`src/rtl/flappy_pipe_ctrl_if.sv`:
```
// Bird/pipe game signals shared by the pipe controller, the bird FSM and the renderer.
// master drives bird position and game control; slave returns the obstacle, the score and the state.
interface flappy_pipe_ctrl_if;
  logic       Start;
  logic       Ack;
  logic       FrameTick;
  logic [9:0] XBird;
  logic [9:0] YBird;
  logic [9:0] PipeX;
  logic [9:0] GapY;
  logic [7:0] Score;
  logic       Collide;
  logic       q_Idle;
  logic       q_Run;
  logic       q_Hit;

  modport master (
    output Start, Ack, FrameTick, XBird, YBird,
    input  PipeX, GapY, Score, Collide, q_Idle, q_Run, q_Hit
  );

  modport slave (
    input  Start, Ack, FrameTick, XBird, YBird,
    output PipeX, GapY, Score, Collide, q_Idle, q_Run, q_Hit
  );
endinterface

```
`src/rtl/flappy_pipe_ctrl.sv`:
```
// Pipe obstacle, score and collision controller; advances once per FrameTick.
// Every update is visible one Clk after the sampling edge; there is no backpressure.
module flappy_pipe_ctrl #(
  parameter int         SCREEN_W  = 640,
  parameter int         SCREEN_H  = 480,
  parameter int         PIPE_W    = 40,
  parameter int         GAP_H     = 120,
  parameter int         GAP_MIN   = 40,
  parameter int         BIRD_SZ   = 16,
  parameter int         SPEED     = 2,
  parameter logic [7:0] LFSR_SEED = 8'hA5
) (
  input logic                Clk,
  input logic                Reset,
  flappy_pipe_ctrl_if.slave  bus
);

  typedef enum logic [2:0] {
    IDLE = 3'b001,
    RUN  = 3'b010,
    HIT  = 3'b100
  } state_t;

  localparam logic [10:0] SW    = 11'(SCREEN_W);
  localparam logic [10:0] SH    = 11'(SCREEN_H);
  localparam logic [10:0] PW    = 11'(PIPE_W);
  localparam logic [10:0] GH    = 11'(GAP_H);
  localparam logic [10:0] GMIN  = 11'(GAP_MIN);
  localparam logic [10:0] BSZ   = 11'(BIRD_SZ);
  localparam logic [10:0] SPD   = 11'(SPEED);
  localparam logic [9:0]  GAP_RST = 10'(GMIN + {3'b000, LFSR_SEED});

  state_t     state_q;
  logic [9:0] pipe_x_q, gap_y_q;
  logic [7:0] score_q, lfsr_q;
  logic       collide_q, passed_q;

  logic [10:0] x_e, y_e, px_e, gy_e;
  logic        floor_hit, hov, vout, hit, wrap, score_now;
  logic [7:0]  lfsr_d, score_d;
  logic [9:0]  gap_y_d, pipe_x_d;

  // All geometry is done in 11 bits so sums of 10-bit positions never wrap.
  always_comb begin
    x_e       = {1'b0, bus.XBird};
    y_e       = {1'b0, bus.YBird};
    px_e      = {1'b0, pipe_x_q};
    gy_e      = {1'b0, gap_y_q};
    floor_hit = (y_e + BSZ) >= SH;
    hov       = ((x_e + BSZ) > px_e) && (x_e < (px_e + PW));
    vout      = (y_e < gy_e) || ((y_e + BSZ) > (gy_e + GH));
    hit       = floor_hit || (hov && vout);
    wrap      = px_e < SPD;
    lfsr_d    = {lfsr_q[6:0], lfsr_q[7] ^ lfsr_q[5] ^ lfsr_q[4] ^ lfsr_q[3]};
    gap_y_d   = 10'(GMIN + {3'b000, lfsr_d});
    pipe_x_d  = 10'(px_e - SPD);
    score_now = !passed_q && ((px_e + PW) < x_e);
    score_d   = (score_q == 8'hFF) ? score_q : score_q + 8'd1;
  end

  always_ff @(posedge Clk or posedge Reset) begin
    if (Reset) begin
      state_q   <= IDLE;
      pipe_x_q  <= SW[9:0];
      gap_y_q   <= GAP_RST;
      score_q   <= 8'd0;
      collide_q <= 1'b0;
      lfsr_q    <= LFSR_SEED;
      passed_q  <= 1'b0;
    end else begin
      case (state_q)
        IDLE: begin
          if (bus.Start) begin
            state_q  <= RUN;
            pipe_x_q <= SW[9:0];
            score_q  <= 8'd0;
            passed_q <= 1'b0;
          end
        end
        RUN: begin
          if (bus.FrameTick) begin
            if (hit) begin
              state_q   <= HIT;
              collide_q <= 1'b1;
            end else if (wrap) begin
              pipe_x_q <= SW[9:0];
              lfsr_q   <= lfsr_d;
              gap_y_q  <= gap_y_d;
              passed_q <= 1'b0;
            end else begin
              pipe_x_q <= pipe_x_d;
              // Score once per pipe, when its trailing edge clears the bird.
              if (score_now) begin
                score_q  <= score_d;
                passed_q <= 1'b1;
              end
            end
          end
        end
        HIT: begin
          if (bus.Ack) begin
            state_q   <= IDLE;
            collide_q <= 1'b0;
          end
        end
        default: begin
          state_q   <= IDLE;
          collide_q <= 1'b0;
        end
      endcase
    end
  end

  assign bus.PipeX   = pipe_x_q;
  assign bus.GapY    = gap_y_q;
  assign bus.Score   = score_q;
  assign bus.Collide = collide_q;
  assign bus.q_Idle  = state_q[0];
  assign bus.q_Run   = state_q[1];
  assign bus.q_Hit   = state_q[2];

endmodule

```
`src/flat_wrapper.sv`:
```
// flat-port wrapper written by rule: the top's interface ports become plain ports
module flappy_pipe_ctrl_flat 
#(
  parameter int         SCREEN_W  = 640,
  parameter int         SCREEN_H  = 480,
  parameter int         PIPE_W    = 40,
  parameter int         GAP_H     = 120,
  parameter int         GAP_MIN   = 40,
  parameter int         BIRD_SZ   = 16,
  parameter int         SPEED     = 2,
  parameter logic [7:0] LFSR_SEED = 8'hA5
)
  (Clk, Reset, bus_Start, bus_Ack, bus_FrameTick, bus_XBird, bus_YBird, bus_PipeX, bus_GapY, bus_Score, bus_Collide, bus_q_Idle, bus_q_Run, bus_q_Hit);
  flappy_pipe_ctrl_if bus_i ();
  input logic Clk;
  input logic Reset;
  input wire logic [$bits(bus_i.Start)-1:0] bus_Start;
  input wire logic [$bits(bus_i.Ack)-1:0] bus_Ack;
  input wire logic [$bits(bus_i.FrameTick)-1:0] bus_FrameTick;
  input wire logic [$bits(bus_i.XBird)-1:0] bus_XBird;
  input wire logic [$bits(bus_i.YBird)-1:0] bus_YBird;
  output wire logic [$bits(bus_i.PipeX)-1:0] bus_PipeX;
  output wire logic [$bits(bus_i.GapY)-1:0] bus_GapY;
  output wire logic [$bits(bus_i.Score)-1:0] bus_Score;
  output wire logic [$bits(bus_i.Collide)-1:0] bus_Collide;
  output wire logic [$bits(bus_i.q_Idle)-1:0] bus_q_Idle;
  output wire logic [$bits(bus_i.q_Run)-1:0] bus_q_Run;
  output wire logic [$bits(bus_i.q_Hit)-1:0] bus_q_Hit;
  assign bus_i.Start = bus_Start;
  assign bus_i.Ack = bus_Ack;
  assign bus_i.FrameTick = bus_FrameTick;
  assign bus_i.XBird = bus_XBird;
  assign bus_i.YBird = bus_YBird;
  assign bus_PipeX = bus_i.PipeX;
  assign bus_GapY = bus_i.GapY;
  assign bus_Score = bus_i.Score;
  assign bus_Collide = bus_i.Collide;
  assign bus_q_Idle = bus_i.q_Idle;
  assign bus_q_Run = bus_i.q_Run;
  assign bus_q_Hit = bus_i.q_Hit;
  flappy_pipe_ctrl #(.SCREEN_W(SCREEN_W), .SCREEN_H(SCREEN_H), .PIPE_W(PIPE_W), .GAP_H(GAP_H), .GAP_MIN(GAP_MIN), .BIRD_SZ(BIRD_SZ), .SPEED(SPEED), .LFSR_SEED(LFSR_SEED)) u_core (.Clk(Clk), .Reset(Reset), .bus(bus_i));
endmodule
```
`config.mk`:
```
export PLATFORM = sky130hd
export DESIGN_NAME = flappy_pipe_ctrl_flat
export DESIGN_NICKNAME = d
export VERILOG_FILES = /design/src/rtl/flappy_pipe_ctrl_if.sv /design/src/rtl/flappy_pipe_ctrl.sv /design/src/flat_wrapper.sv
export SDC_FILE = /design/constraint.sdc
export NUM_CORES = 1
export LEC_CHECK = 0
export BUFFER_PORTS_ARGS = -buffer_cell sky130_fd_sc_hd__buf_2
export CAP_MARGIN = 20
export CORE_ASPECT_RATIO = 1.5
export CORE_MARGIN = 2
export CORE_UTILIZATION = 40
export CTS_CLUSTER_SIZE = 8
export DETAILED_ROUTE_END_ITERATION = 8
export HOLD_SLACK_MARGIN = 0.12
export PLACE_DENSITY = 0.7
export SLEW_MARGIN = 10
export SYNTH_ARGS = -nofsm -noshare
export SYNTH_HDL_FRONTEND = slang
export SYNTH_SLANG_ARGS = --single-unit
```
`constraint.sdc`:
```
create_clock -name Clk -period 3.6 [get_ports Clk]
set_clock_uncertainty 0.2 [all_clocks]
set_input_delay 0.72 -clock Clk [delete_from_list [all_inputs] [get_ports Clk]]
set_output_delay 0.72 -clock Clk [all_outputs]
set_load 0.005 [all_outputs]
```
==> impl_metrics.sql, run 1 <==
INSERT INTO impl_metrics (metric_group, metric, value, unit) VALUES
('logic_synthesis', 'muxShareOfSynthArea', '0.0556', ''),
('logic_synthesis', 'synthSimpleGateAreaFrac', '0.205', ''),
('global_routing', 'grt_pass1_vias', '2851', ''),
('global_routing', 'grt_max_degree', '23', ''),
('logic_synthesis', 'synth_sequential_area_ratio', '0.290', ''),
('timing', 'total_neg_setup_slack', '0', 'ns'),
('placement', 'dpl-instance-area', '3570', 'sq um'),
('timing', 'finalWorstPathRequiredPeriod', '3.38', 'ns'),
('die', 'fp.dieH', '113', 'um'),
('die', 'start_util', '0.414', ''),
('die', 'dieWidth', '76.5', 'um'),
('finish', 'fillers', '737', ''),
('die', 'floorplan.io_pins', '57', ''),
('clock_network', 'clk_pin_slew', '0.05', 'ns'),
('route', 'route.detailed.wl_per_inst', '14.8', 'um'),
('status', 'status', 'finished clean', ''),
('clock_network', 'cts_htree_levels', '2', ''),
('logic_synthesis', 'synth_top_family_by_area', 'simple AND/OR/NAND/NOR gates', ''),
('die', 'die-area', '8620', 'sq um'),
('worst_setup_path', 'regToRegSetupSlack', '0.22', 'ns'),
('logic_synthesis', 'synth-warning-count', '0', ''),
('logic_synthesis', 'yosys.area.top_type_share', '0.206', ''),
('min_path', 'worstHoldPathType', 'primary input to async pin', ''),
('finish', 'area.growth.synth_to_final', '17.9', '%'),
('placement', 'gp_routability_congestion', '0.878', ''),
('power', 'cellPowerDensity', '527', 'nW/um^2'),
('logic_synthesis', 'ys_dominant_reg_cell', 'sky130_fd_sc_hd__dfrtp_1', ''),
('logic_synthesis', 'adder_cell_share_of_the_synthesized_area', '0.163', ''),
('route', 'dr_total_vias', '2811', ''),
('finish', 'final_layout_size_suffix_gt1_frac', '0.236', ''),
('worst_setup_path', 'cp-start-kind', 'register', ''),
('logic_synthesis', 'synth_xor_xnor_area_share', '0.0639', ''),
('route', 'postRouteAntennaNets', '0', ''),
('power', 'worst_ir_drop_vdd', '0.000436', 'V'),
('clock_network', 'ctsHoldBuffers', '0', ''),
('route', 'postRouteWirelength', '7.63', 'mm'),
('clock_network', 'clock-root-buffer', 'sky130_fd_sc_hd__clkbuf_16', ''),
('timing', 'max_slew.worst_pin.slew', '0.810', 'ns'),
('power', 'leakage', '1.88', 'nW'),
('worst_setup_path', 'rr_startpoint', 'u_core.bus.PipeX[7]', ''),
('logic_synthesis', 'synth_enable_flop_cells', '0', ''),
('logic_synthesis', 'post_synth_main_area_contributors', 'sky130_fd_sc_hd__dfrtp_1 (21%), sky130_fd_sc_hd__ha_1 (16%), sky130_fd_sc_hd__dfstp_2 (8.3%), sky130_fd_sc_hd__xnor2_1 (3.9%), sky130_fd_sc_hd__inv_1 (3.8%)', ''),
('global_routing', 'grt_first_pass_wirelength', '12.8', 'mm'),
('logic_synthesis', 'synthDominantAreaCellType', 'sky130_fd_sc_hd__dfrtp_1', ''),
('timing', 'finalHoldViolations', '0', ''),
('placement', 'dp.final_hpwl', '6.20', 'mm'),
('route', 'detail_route.drc_violations', '0', ''),
('clock_network', 'cts_max_path_buffers', '2', ''),
('clock_network', 'numClockSinks', '36', ''),
('placement', 'preCtsSetupSlack', '0.0133', 'ns'),
('global_routing', 'gr-usage-all-layers', '0.183', ''),
('logic_synthesis', 'syn-instance-count', '349', ''),
('global_routing', 'antenna_found_initial', '0', ''),
('worst_setup_path', 'critPathRequiredTime', '3.57', 'ns'),
('logic_synthesis', 'synth_commonest_cells', 'sky130_fd_sc_hd__ha_1 (41), sky130_fd_sc_hd__inv_1 (32), sky130_fd_sc_hd__dfrtp_1 (26), sky130_fd_sc_hd__nand3_1 (23), sky130_fd_sc_hd__nor2_1 (22)', ''),
('logic_synthesis', 'postSynthRegisterBits', '36', ''),
('power', 'report.power.total', '1.96', 'mW'),
('timing', 'max_freq', '296', 'MHz'),
('timing', 'rsz0062_at_grt', 'false', ''),
('route', 'initialDrtViolationCount', '106', ''),
('finish', 'num_antenna_cells', '0', ''),
('logic_synthesis', 'synth.most_common_cell', 'sky130_fd_sc_hd__ha_1', ''),
('logic_synthesis', 'synthArstFlopShare', '1.00', ''),
('finish', 'finalNetCount', '480', ''),
('route', 'detailedRoute.firstPassIterationCount', '4', ''),
('worst_setup_path', 'worst-endpoint-arrival', '3.35', 'ns'),
('worst_setup_path', 'worst_r2r_endpoint', 'u_core.bus.PipeX[2]', ''),
('die', 'core_area', '7610', 'sq um'),
('route', 'via_per_inst', '5.44', ''),
('clock_network', 'tritoncts', 'built', ''),
('logic_synthesis', 'synthDistinctLibCells', '62', '');
[what timing repair did]
item                                    CTS  global route
endpoints found under the setup margin    0            20
gates resized for setup                   0             3
hold endpoints to repair                  0             0
[through the flow]
stage                     utilization  hold WS, ns  cells
after detailed placement        0.469        0.304    509
final                           0.488        0.284    517
after global placement          0.469        0.297    509
after CTS                       0.487        0.299    517
after global routing            0.488        0.316    517
after floorplan                     -        0.261    350
[report_power, final]
group / switching, mW / internal (mW) / total, mW / leakage, nW
Combinational: 0.566 / 0.424 / 0.990 / 1.36
Sequential: 0.0737 / 0.482 / 0.556 / 0.452
Clock: 0.158 / 0.255 / 0.413 / 0.0679
Total: 0.798 / 1.16 / 1.96 / 1.88
[cell usage in the layout, fill, tap and decap left out, types with 5 or more instances in the layout]
| master | netlist | routed |
|---|---|---|
| sky130_fd_sc_hd__a2bb2oi_1 | 5 | 5 |
| sky130_fd_sc_hd__nand4_1 | 8 | 8 |
| sky130_fd_sc_hd__dfrtp_1 | 26 | 26 |
| sky130_fd_sc_hd__nand3_1 | 23 | 23 |
| sky130_fd_sc_hd__inv_1 | 32 | 32 |
| sky130_fd_sc_hd__clkbuf_16 | 0 | 5 |
| sky130_fd_sc_hd__nor2_1 | 22 | 22 |
| sky130_fd_sc_hd__ha_1 | 41 | 41 |
| sky130_fd_sc_hd__nand2b_1 | 5 | 5 |
| sky130_fd_sc_hd__dfstp_2 | 10 | 10 |
| sky130_fd_sc_hd__xor2_1 | 9 | 9 |
| sky130_fd_sc_hd__o21ai_0 | 14 | 13 |
| sky130_fd_sc_hd__a21oi_1 | 14 | 14 |
| sky130_fd_sc_hd__buf_4 | 5 | 13 |
| sky130_fd_sc_hd__nor3_1 | 8 | 7 |
| sky130_fd_sc_hd__and3_1 | 6 | 6 |
| sky130_fd_sc_hd__nand2_1 | 19 | 19 |
| sky130_fd_sc_hd__xnor2_1 | 14 | 14 |
| sky130_fd_sc_hd__buf_2 | 0 | 54 |
| sky130_fd_sc_hd__a21o_1 | 7 | 7 |
| sky130_fd_sc_hd__mux2i_1 | 7 | 7 |
| sky130_fd_sc_hd__nand3b_1 | 5 | 5 |
[worst max-delay path by stage]
stage | slack [ns] | start | to
global placement | 0.06 | bus_YBird[5] | u_core.bus.PipeX[2]
detailed placement | 0.01 | bus_YBird[5] | u_core.bus.PipeX[2]
finish | 0.22 | u_core.bus.PipeX[7] | u_core.bus.PipeX[2]
global route | 0.007 | u_core.bus.PipeX[7] | u_core.bus.PipeX[8]
floorplan | 0.29 | bus_YBird[4] | u_core.lfsr_q[6]
CTS | 0.10 | u_core.bus.PipeX[3] | u_core.bus.PipeX[2]
[per-layer routing]
metal  track usage  vias up  share of wire
li1              -     1412              -
met1         0.203     1338           0.42
met2         0.336       49           0.52
met3        0.0375       12          0.035
met4        0.0776        0          0.019
met5             0        -              0
[state kept, by name, indices dropped and copies added, names as in the netlist]
signal	flops
u_core.bus.Collide	1
u_core.bus.GapY	6
u_core.bus.PipeX	9
u_core.bus.Score	8
u_core.lfsr_q	8
u_core.passed_q	1
u_core.state_q	3
[cell families (layout without fill, tap and decap cells)]
logic type | after synthesis | count (layout)
AOI/OAI and AO/OA | 72 | 72
and+or+nand+nor | 118 | 118
buffers and inverters | 42 | 107
adders and majority gates | 41 | 41
DFF | 36 | 36
xor gates and xnor gates | 23 | 23
muxes | 16 | 16
other | 1 | 2
[worst max-delay path, cell delays in order (launching register included)]
cell and delay [ns]:
sky130_fd_sc_hd__dfstp_2 0.56, sky130_fd_sc_hd__inv_1 0.12, sky130_fd_sc_hd__nor3_2 0.20, sky130_fd_sc_hd__o21ai_0 0.15, sky130_fd_sc_hd__xnor2_1 0.15, sky130_fd_sc_hd__ha_1 0.29
sky130_fd_sc_hd__a21oi_1 0.18, sky130_fd_sc_hd__nand4_1 0.13, sky130_fd_sc_hd__and2_1 0.20, sky130_fd_sc_hd__a311o_1 0.33, sky130_fd_sc_hd__buf_4 0.19, sky130_fd_sc_hd__a21oi_4 0.23
sky130_fd_sc_hd__mux2_4 0.32
[cell type report]
cell class / instances / area [sq um] / area share
clock buffers: 7 / 133 / 0.0357
clock inverters: 1 / 5.00 / 0.00135
inverters: 32 / 120 / 0.0323
multi-input cells: 272 / 2050 / 0.552
flip-flops and latches: 36 / 913 / 0.246
well taps: 102 / 128 / 0.0343
repair buffers: 67 / 368 / 0.0990
No activity file was read; power rests on OpenSTA's default activity.
==> run 2: changes to the inputs <==
--- a/config.mk
+++ b/config.mk
@@ -13,7 +13,7 @@
 export CTS_CLUSTER_SIZE = 8
 export DETAILED_ROUTE_END_ITERATION = 8
 export HOLD_SLACK_MARGIN = 0.12
-export PLACE_DENSITY = 0.7
+export PLACE_DENSITY = 0.67
 export SLEW_MARGIN = 10
 export SYNTH_ARGS = -nofsm -noshare
 export SYNTH_HDL_FRONTEND = slang
==> run 2 against run 1 <==
  * Combinational power about the same
  * Die area did not move
  * Critical path depth stayed put
  * Sequential share of layout area fell by 0.14 points
  * Hold slack improved by 0.050 ns
  * Highest routed layer unchanged
  * Sequential power is essentially flat
  * Wire length fell by 2.2%
  * Power increased by 2.4%
  * Worst setup slack got worse by 0.00083 ns
  * First-iteration DRC count is 7.5% lower
  * Final cell count up 0.19%
==> impl_metrics.sql, run 2 (synthesis gave the netlist of run 1 again) <==
INSERT INTO impl_metrics (metric_group, metric, value, unit) VALUES
('clock_network', 'numClockSinks', '36', ''),
('timing', 'finalHoldViolations', '0', ''),
('timing', 'worst_hold_check_slack', '0.334', 'ns'),
('clock_network', 'clock-root-buffer', 'sky130_fd_sc_hd__clkbuf_16', ''),
('global_routing', 'antenna_found_initial', '0', ''),
('finish', 'final_common_cell', 'sky130_fd_sc_hd__buf_2', ''),
('worst_setup_path', 'regToRegSetupSlack', '0.22', 'ns'),
('clock_network', 'ctsHoldBuffers', '0', ''),
('finish', 'num_antenna_cells', '0', ''),
('power', 'total_net_switching_power', '0.782', 'mW'),
('timing', 'finalCritPeriodShare', '0.939', ''),
('clock_network', 'clk_pin_slew', '0.06', 'ns'),
('route', 'postRouteWirelength', '7.47', 'mm'),
('worst_setup_path', 'cp-start-kind', 'register', ''),
('die', 'die-area', '8620', 'sq um'),
('die', 'floorplan.io_pins', '57', ''),
('route', 'route.layer.met1.wl', '2.98', 'mm'),
('power', 'power.share.sequential', '0.276', ''),
('placement', 'dp.final_hpwl', '6.06', 'mm'),
('worst_setup_path', 'worstPathMaxFanout', '9', ''),
('finish', 'final_layout_size_suffix_gt1_frac', '0.238', ''),
('route', 'dr_total_vias', '2810', ''),
('timing', 'report.final.slew_viol_count', '0', ''),
('clock_network', 'worst_skew_pair.late_latency', '0.28', 'ns'),
('placement', 'port-buffer-count', '54', ''),
('route', 'via_per_inst', '5.42', ''),
('worst_setup_path', 'r2r_cells', '12', ''),
('global_routing', 'gr-usage-all-layers', '0.183', ''),
('die', 'dieWidth', '76.5', 'um'),
('power', 'power.share.switching', '0.390', ''),
('worst_setup_path', 'timing.critical_path.to_type', 'register', ''),
('timing', 'max_freq', '296', 'MHz'),
('timing', 'setup_viol_count_final', '0', ''),
('clock_network', 'cts_inserted_buffers', '5', ''),
('worst_setup_path', 'path_class', 'register to register', ''),
('placement', 'gp_routability_congestion', '0.819', ''),
('worst_setup_path', 'worst-endpoint-arrival', '3.35', 'ns'),
('power', 'clockPowerShare', '0.224', ''),
('status', 'status', 'finished clean', ''),
('finish', 'area.growth.synth_to_final', '18.6', '%'),
('power', 'p_comb_frac', '0.500', ''),
('die', 'core_area', '7610', 'sq um'),
('worst_setup_path', 'worst_r2r_endpoint', 'u_core.bus.PipeX[2]', ''),
('timing', 'max_slew.worst_pin.slew', '0.816', 'ns'),
('route', 'route.detailed.wl_per_inst', '14.4', 'um'),
('global_routing', 'grt_remaining_overflow', '0', ''),
('clock_network', 'cts_max_path_buffers', '2', ''),
('min_path', 'worstHoldPathType', 'primary input to async pin', ''),
('power', 'cellPowerDensity', '536', 'nW/um^2'),
('power', 'leakage', '1.89', 'nW'),
('power', 'report.power.total', '2.01', 'mW'),
('timing', 'max-slew-margin-rel', '0.454', ''),
('timing', 'finalWorstPathRequiredPeriod', '3.38', 'ns'),
('die', 'num_rows', '39', ''),
('route', 'met3_wirelength', '312', 'um'),
('worst_setup_path', 'timing.critical_path.from', 'u_core.bus.PipeX[7]', ''),
('die', 'fp.dieH', '113', 'um'),
('global_routing', 'grt_first_pass_wirelength', '12.9', 'mm'),
('route', 'postRouteAntennaNets', '0', ''),
('die', 'start_util', '0.414', ''),
('worst_setup_path', 'critPathCapture', 'u_core.bus.PipeX[2]', ''),
('finish', 'finalNetCount', '481', ''),
('route', 'detailedRoute.firstPassIterationCount', '4', ''),
('job', 'max_cap_violations', '0', ''),
('route', 'met2_wire_length', '3.99', 'mm'),
('worst_setup_path', 'rr_startpoint', 'u_core.bus.PipeX[7]', ''),
('clock_network', 'tritoncts', 'built', ''),
('finish', 'largest_reg_flops', '9', ''),
('finish', 'most-common-layout-cells', 'sky130_fd_sc_hd__buf_2 (54), sky130_fd_sc_hd__ha_1 (41), sky130_fd_sc_hd__inv_1 (32), sky130_fd_sc_hd__dfrtp_1 (26), sky130_fd_sc_hd__nand3_1 (23)', ''),
('power', 'worst_ir_drop_vdd', '0.000365', 'V'),
('route', 'initialDrtViolationCount', '98', ''),
('worst_setup_path', 'critPathRequiredTime', '3.57', 'ns'),
('global_routing', 'grt_pass1_vias', '2926', ''),
('timing', 'total_neg_setup_slack', '0', 'ns'),
('route', 'detail_route.drc_violations', '0', ''),
('global_routing', 'grt_max_degree', '37', ''),
('route', 'topRoutingLayerUsed', 'met4', ''),
('timing', 'rsz0062_at_grt', 'false', ''),
('power', 'internal_power', '1.22', 'mW'),
('clock_network', 'cts_htree_levels', '2', '');
run 2: area by class of cell:
type,count,area (sq um)
multi-input cells,272,2050
fillers,750,3870
flip-flops and latches,36,913
inverters,32,120
repair buffers,68,375
well taps,102,128
clock buffers,8,156
run 2: worst max-delay path, cell delays in order (launching register included):
cell and delay, ns:
sky130_fd_sc_hd__dfstp_2 0.58, sky130_fd_sc_hd__inv_1 0.07, sky130_fd_sc_hd__nor3_1 0.24, sky130_fd_sc_hd__o21ai_0 0.17
sky130_fd_sc_hd__xnor2_1 0.16, sky130_fd_sc_hd__ha_1 0.31, sky130_fd_sc_hd__a21oi_2 0.17, sky130_fd_sc_hd__nand4_1 0.13
sky130_fd_sc_hd__and2_1 0.19, sky130_fd_sc_hd__a311o_1 0.33, sky130_fd_sc_hd__buf_4 0.19, sky130_fd_sc_hd__a21oi_4 0.21
sky130_fd_sc_hd__mux2_4 0.32
run 2: power groups by stage:
stage | clock [mW] | sequential [mW] | combinational [mW]
CTS | 0.460 | 0.552 | 1.01
global placement | 0 | 0.555 | 0.981
detailed placement | 0 | 0.558 | 0.997
finish | 0.449 | 0.553 | 1.00
floorplan | 0 | 0.568 | 0.638
global route | 0.484 | 0.568 | 1.13
run 2: how the worst min path moves through the flow:
stage                     startpoint  slack (ns)                 end  cells past startpoint
floorplan            u_core.passed_q        0.26     u_core.passed_q                      1
global placement     u_core.passed_q        0.30     u_core.passed_q                      1
detailed placement   u_core.passed_q        0.31     u_core.passed_q                      1
CTS                  u_core.passed_q        0.33     u_core.passed_q                      1
global route        u_core.lfsr_q[1]        0.35    u_core.lfsr_q[1]                      1
finish                         Reset        0.33  u_core.bus.GapY[4]                      3
run 2: repair_timing:
action	CTS	global route
gates resized for setup	0	1
endpoints found under the setup margin	0	4
setup buffers	0	0
run 2: stage by stage:
stage	cell area (sq um)	utilization	std cells	worst slack (ns)
6_report	3740	0.491	518	0.220
5_1_grt	3740	0.491	518	0.0235
4_1_cts	3730	0.491	518	0.174
3_5_place_dp	3580	0.470	510	0.00834
3_3_place_gp	3580	0.470	510	0.0612
2_1_floorplan	3160	-	350	0.285
run 2: metal layers:
| metal | global-route usage | up-vias |
|---|---|---|
| met4 | 0.0861 | 0 |
| met1 | 0.195 | 1332 |
| met5 | 0 | - |
| li1 | - | 1398 |
| met2 | 0.348 | 65 |
| met3 | 0.0287 | 15 |
==> run 3: changes to the inputs <==
==> constraint.sdc (replaced) <==
create_clock -name Clk -period 3.19 [get_ports Clk]
set_clock_uncertainty 0.2 [all_clocks]
set_input_delay 0.638 -clock Clk [delete_from_list [all_inputs] [get_ports Clk]]
set_output_delay 0.638 -clock Clk [all_outputs]
set_load 0.005 [all_outputs]
==> run 3 against run 2 <==
  * Register-to-register slack got worse by 0.22 ns
  * Combinational power up 43%
  * Sequential cell count unchanged
  * Via count increased by 7.8%
  * Wire length up 14%
==> impl_metrics.sql, run 3 (synthesis gave the netlist of run 1 again) <==
INSERT INTO impl_metrics (metric_group, metric, value, unit) VALUES
('status', 'status', 'finished clean', ''),
('finish', 'num_antenna_cells', '0', ''),
('clock_network', 'numClockSinks', '36', ''),
('timing', 'max-slew-margin-rel', '0.493', ''),
('clock_network', 'cts_inserted_buffers', '5', ''),
('worst_setup_path', 'path_class', 'register to register', ''),
('timing', 'finalHoldViolations', '0', ''),
('worst_setup_path', 'critPathRequiredTime', '3.15', 'ns'),
('global_routing', 'grt_max_degree', '14', ''),
('clock_network', 'tritoncts', 'built', ''),
('clock_network', 'worst_skew_pair.late_latency', '0.28', 'ns'),
('clock_network', 'cts_max_path_buffers', '2', ''),
('worst_setup_path', 'timing.critical_path.to_type', 'register', ''),
('finish', 'area.sequential', '913', 'sq um'),
('job', 'max_cap_violations', '0', ''),
('worst_setup_path', 'timing.critical_path.slowest_stage_cell', 'sky130_fd_sc_hd__dfstp_2', ''),
('route', 'route.detailed.wl_per_inst', '15.3', 'um'),
('die', 'num_rows', '39', ''),
('placement', 'place.detailed.instances', '541', ''),
('die', 'dieWidth', '76.5', 'um'),
('timing', 'report.final.slew_viol_count', '0', ''),
('timing', 'worst_hold_check_slack', '0.169', 'ns'),
('clock_network', 'clk_pin_slew', '0.06', 'ns'),
('power', 'worst_ir_drop_vdd', '0.000372', 'V'),
('worst_setup_path', 'crit_chain', 'inv_2 -> nor3_2 -> o21ai_1 -> xnor2_1 -> ha_1 -> a21oi_2 -> nand4_1 -> and2_4 -> a311o_1 -> buf_6 -> a21oi_4 -> mux2_4', ''),
('worst_setup_path', 'cp.buffers_inverters', '2', ''),
('timing', 'rsz0062_at_grt', 'true', ''),
('clock_network', 'ctsHoldBuffers', '0', ''),
('placement', 'port-buffer-count', '54', ''),
('finish', 'final_layout_size_suffix_gt1_frac', '0.352', ''),
('global_routing', 'grt_pass1_vias', '3041', ''),
('finish', 'largest_reg_flops', '9', ''),
('placement', 'gp_routability_congestion', '0.918', ''),
('finish', 'stdcell_area', '4180', 'sq um'),
('finish', 'final_common_cell', 'sky130_fd_sc_hd__buf_2', ''),
('worst_setup_path', 'worstPathMaxFanout', '6', ''),
('route', 'detail_route.drc_violations', '0', ''),
('timing', 'finalCritPeriodShare', '0.999', ''),
('worst_setup_path', 'slowest_delay', '0.55', 'ns'),
('route', 'via_per_inst', '5.45', ''),
('timing', 'max_slew.worst_pin.slew', '0.757', 'ns'),
('finish', 'area.growth.synth_to_final', '32.6', '%'),
('route', 'initialDrtViolationCount', '186', ''),
('worst_setup_path', 'path_delay_family', 'compound AO/OA/AOI/OAI gates', ''),
('die', 'die-area', '8620', 'sq um'),
('route', 'dr_total_vias', '3028', ''),
('global_routing', 'grt_remaining_overflow', '0', ''),
('power', 'cellPowerDensity', '603', 'nW/um^2'),
('die', 'core_area', '7610', 'sq um'),
('global_routing', 'antenna_found_initial', '0', ''),
('placement', 'dp.final_hpwl', '6.50', 'mm'),
('route', 'topRoutingLayerUsed', 'met4', ''),
('finish', 'multi_input_area', '2180', 'sq um'),
('route', 'met2_wire_length', '4.67', 'mm'),
('global_routing', 'grt_first_pass_wirelength', '14.0', 'mm'),
('timing', 'finalWorstPathRequiredPeriod', '3.19', 'ns'),
('die', 'fp.dieH', '113', 'um'),
('finish', 'finalNetCount', '519', ''),
('route', 'met3_wirelength', '326', 'um'),
('min_path', 'worstHoldPathType', 'primary input to async pin', ''),
('worst_setup_path', 'cp-start-kind', 'register', ''),
('die', 'start_util', '0.414', ''),
('worst_setup_path', 'worst-endpoint-arrival', '3.15', 'ns'),
('finish', 'post_layout_instance_count_excluding_filler_cells', '556', ''),
('die', 'floorplan.io_pins', '57', ''),
('clock_network', 'cts_htree_levels', '2', ''),
('route', 'postRouteWirelength', '8.49', 'mm'),
('timing', 'max_freq', '314', 'MHz'),
('route', 'route.layer.met1.wl', '3.39', 'mm'),
('power', 'leakage', '2.08', 'nW'),
('clock_network', 'clock-root-buffer', 'sky130_fd_sc_hd__clkbuf_16', ''),
('global_routing', 'gr-usage-all-layers', '0.197', ''),
('timing', 'total_neg_setup_slack', '0', 'ns'),
('finish', 'most-common-layout-cells', 'sky130_fd_sc_hd__buf_2 (54), sky130_fd_sc_hd__buf_4 (46), sky130_fd_sc_hd__ha_1 (36), sky130_fd_sc_hd__inv_1 (31), sky130_fd_sc_hd__dfrtp_1 (26)', ''),
('route', 'detailedRoute.firstPassIterationCount', '4', ''),
('worst_setup_path', 'regToRegSetupSlack', '0.003', 'ns'),
('timing', 'setup_viol_count_final', '0', ''),
('finish', 'fillers', '708', ''),
('placement', 'dpl-instance-area', '3840', 'sq um'),
('route', 'postRouteAntennaNets', '0', '');
## run 3: cell count changes in the layout (fill, tap and decap cells not counted), moves of 3 or more
cell / before / now
sky130_fd_sc_hd__buf_4: 14 / 46
sky130_fd_sc_hd__buf_6: 0 / 3
sky130_fd_sc_hd__ha_1: 41 / 36
sky130_fd_sc_hd__ha_2: 0 / 3
sky130_fd_sc_hd__mux2_1: 4 / 1
sky130_fd_sc_hd__mux2_4: 1 / 4
sky130_fd_sc_hd__nor3_1: 8 / 5
sky130_fd_sc_hd__nor3_2: 0 / 3
sky130_fd_sc_hd__o21ai_0: 14 / 11
## run 3: repair_timing
action                                 4_1_cts  5_1_grt
setup buffers                                2        4
resized for setup                            9       19
setup endpoints to repair                   12       30
endpoints found under the hold margin        0        0
pin swaps                                    4       10
gates cloned                                 0        1
## run 3: final cells by class
type | count | share of cell area
clock buffers | 6 | 0.0308
clock inverters | 2 | 0.00389
inverters | 32 | 0.0287
multi-input cells | 273 | 0.523
flip-flops and latches | 36 | 0.218
well taps | 102 | 0.0305
repair buffers | 105 | 0.165
## run 3: power by group
| group | internal (mW) | leakage [nW] | switching, mW |
|---|---|---|---|
| sequential | 0.543 | 0.452 | 0.0701 |
| clock | 0.291 | 0.0671 | 0.185 |
| combinational | 0.682 | 1.57 | 0.751 |
| total | 1.52 | 2.08 | 1.01 |
## run 3: path summary, 6_finish.rpt
| kind | cells past startpoint | end | startpoint |
|---|---|---|---|
| hold / removal | 2 | u_core.state_q[1] | Reset |
| setup / recovery | 12 | u_core.bus.PipeX[2] | u_core.bus.PipeX[7] |
| setup reg to reg | 12 | u_core.bus.PipeX[2] | u_core.bus.PipeX[7] |
| max in group asynchronous | 3 | u_core.bus.GapY[6] | Reset |
| min in group Clk | 1 | u_core.passed_q | u_core.passed_q |
| hold reg to reg | 1 | u_core.passed_q | u_core.passed_q |
## run 3: routing by layer
metal | global-route usage | vias up
met3 | 0.0231 | 10
met2 | 0.369 | 74
met5 | 0 | -
met4 | 0.0545 | 0
li1 | - | 1486
met1 | 0.235 | 1458
## run 3: stage by stage
stage	util	total power [mW]	worst slack, ns
finish	0.549	2.52	0.00261
global route	0.549	2.73	-0.115
CTS	0.531	2.44	0.0293
detailed placement	0.505	1.91	-0.238
global placement	0.505	1.88	-0.209
floorplan	-	1.36	0.00523
## run 3: worst reg2reg max path: cells and delay by family (launching register included)
| kind | cells | cell delay [ns] |
|---|---|---|
| muxes | 1 | 0.32 |
| and+or+nand+nor | 3 | 0.54 |
| DFF | 1 | 0.55 |
| xor gates and xnor gates | 1 | 0.14 |
| adders and majority gates | 1 | 0.33 |
| buffers and inverters | 2 | 0.19 |
| AOI/OAI and AO/OA | 4 | 0.80 |
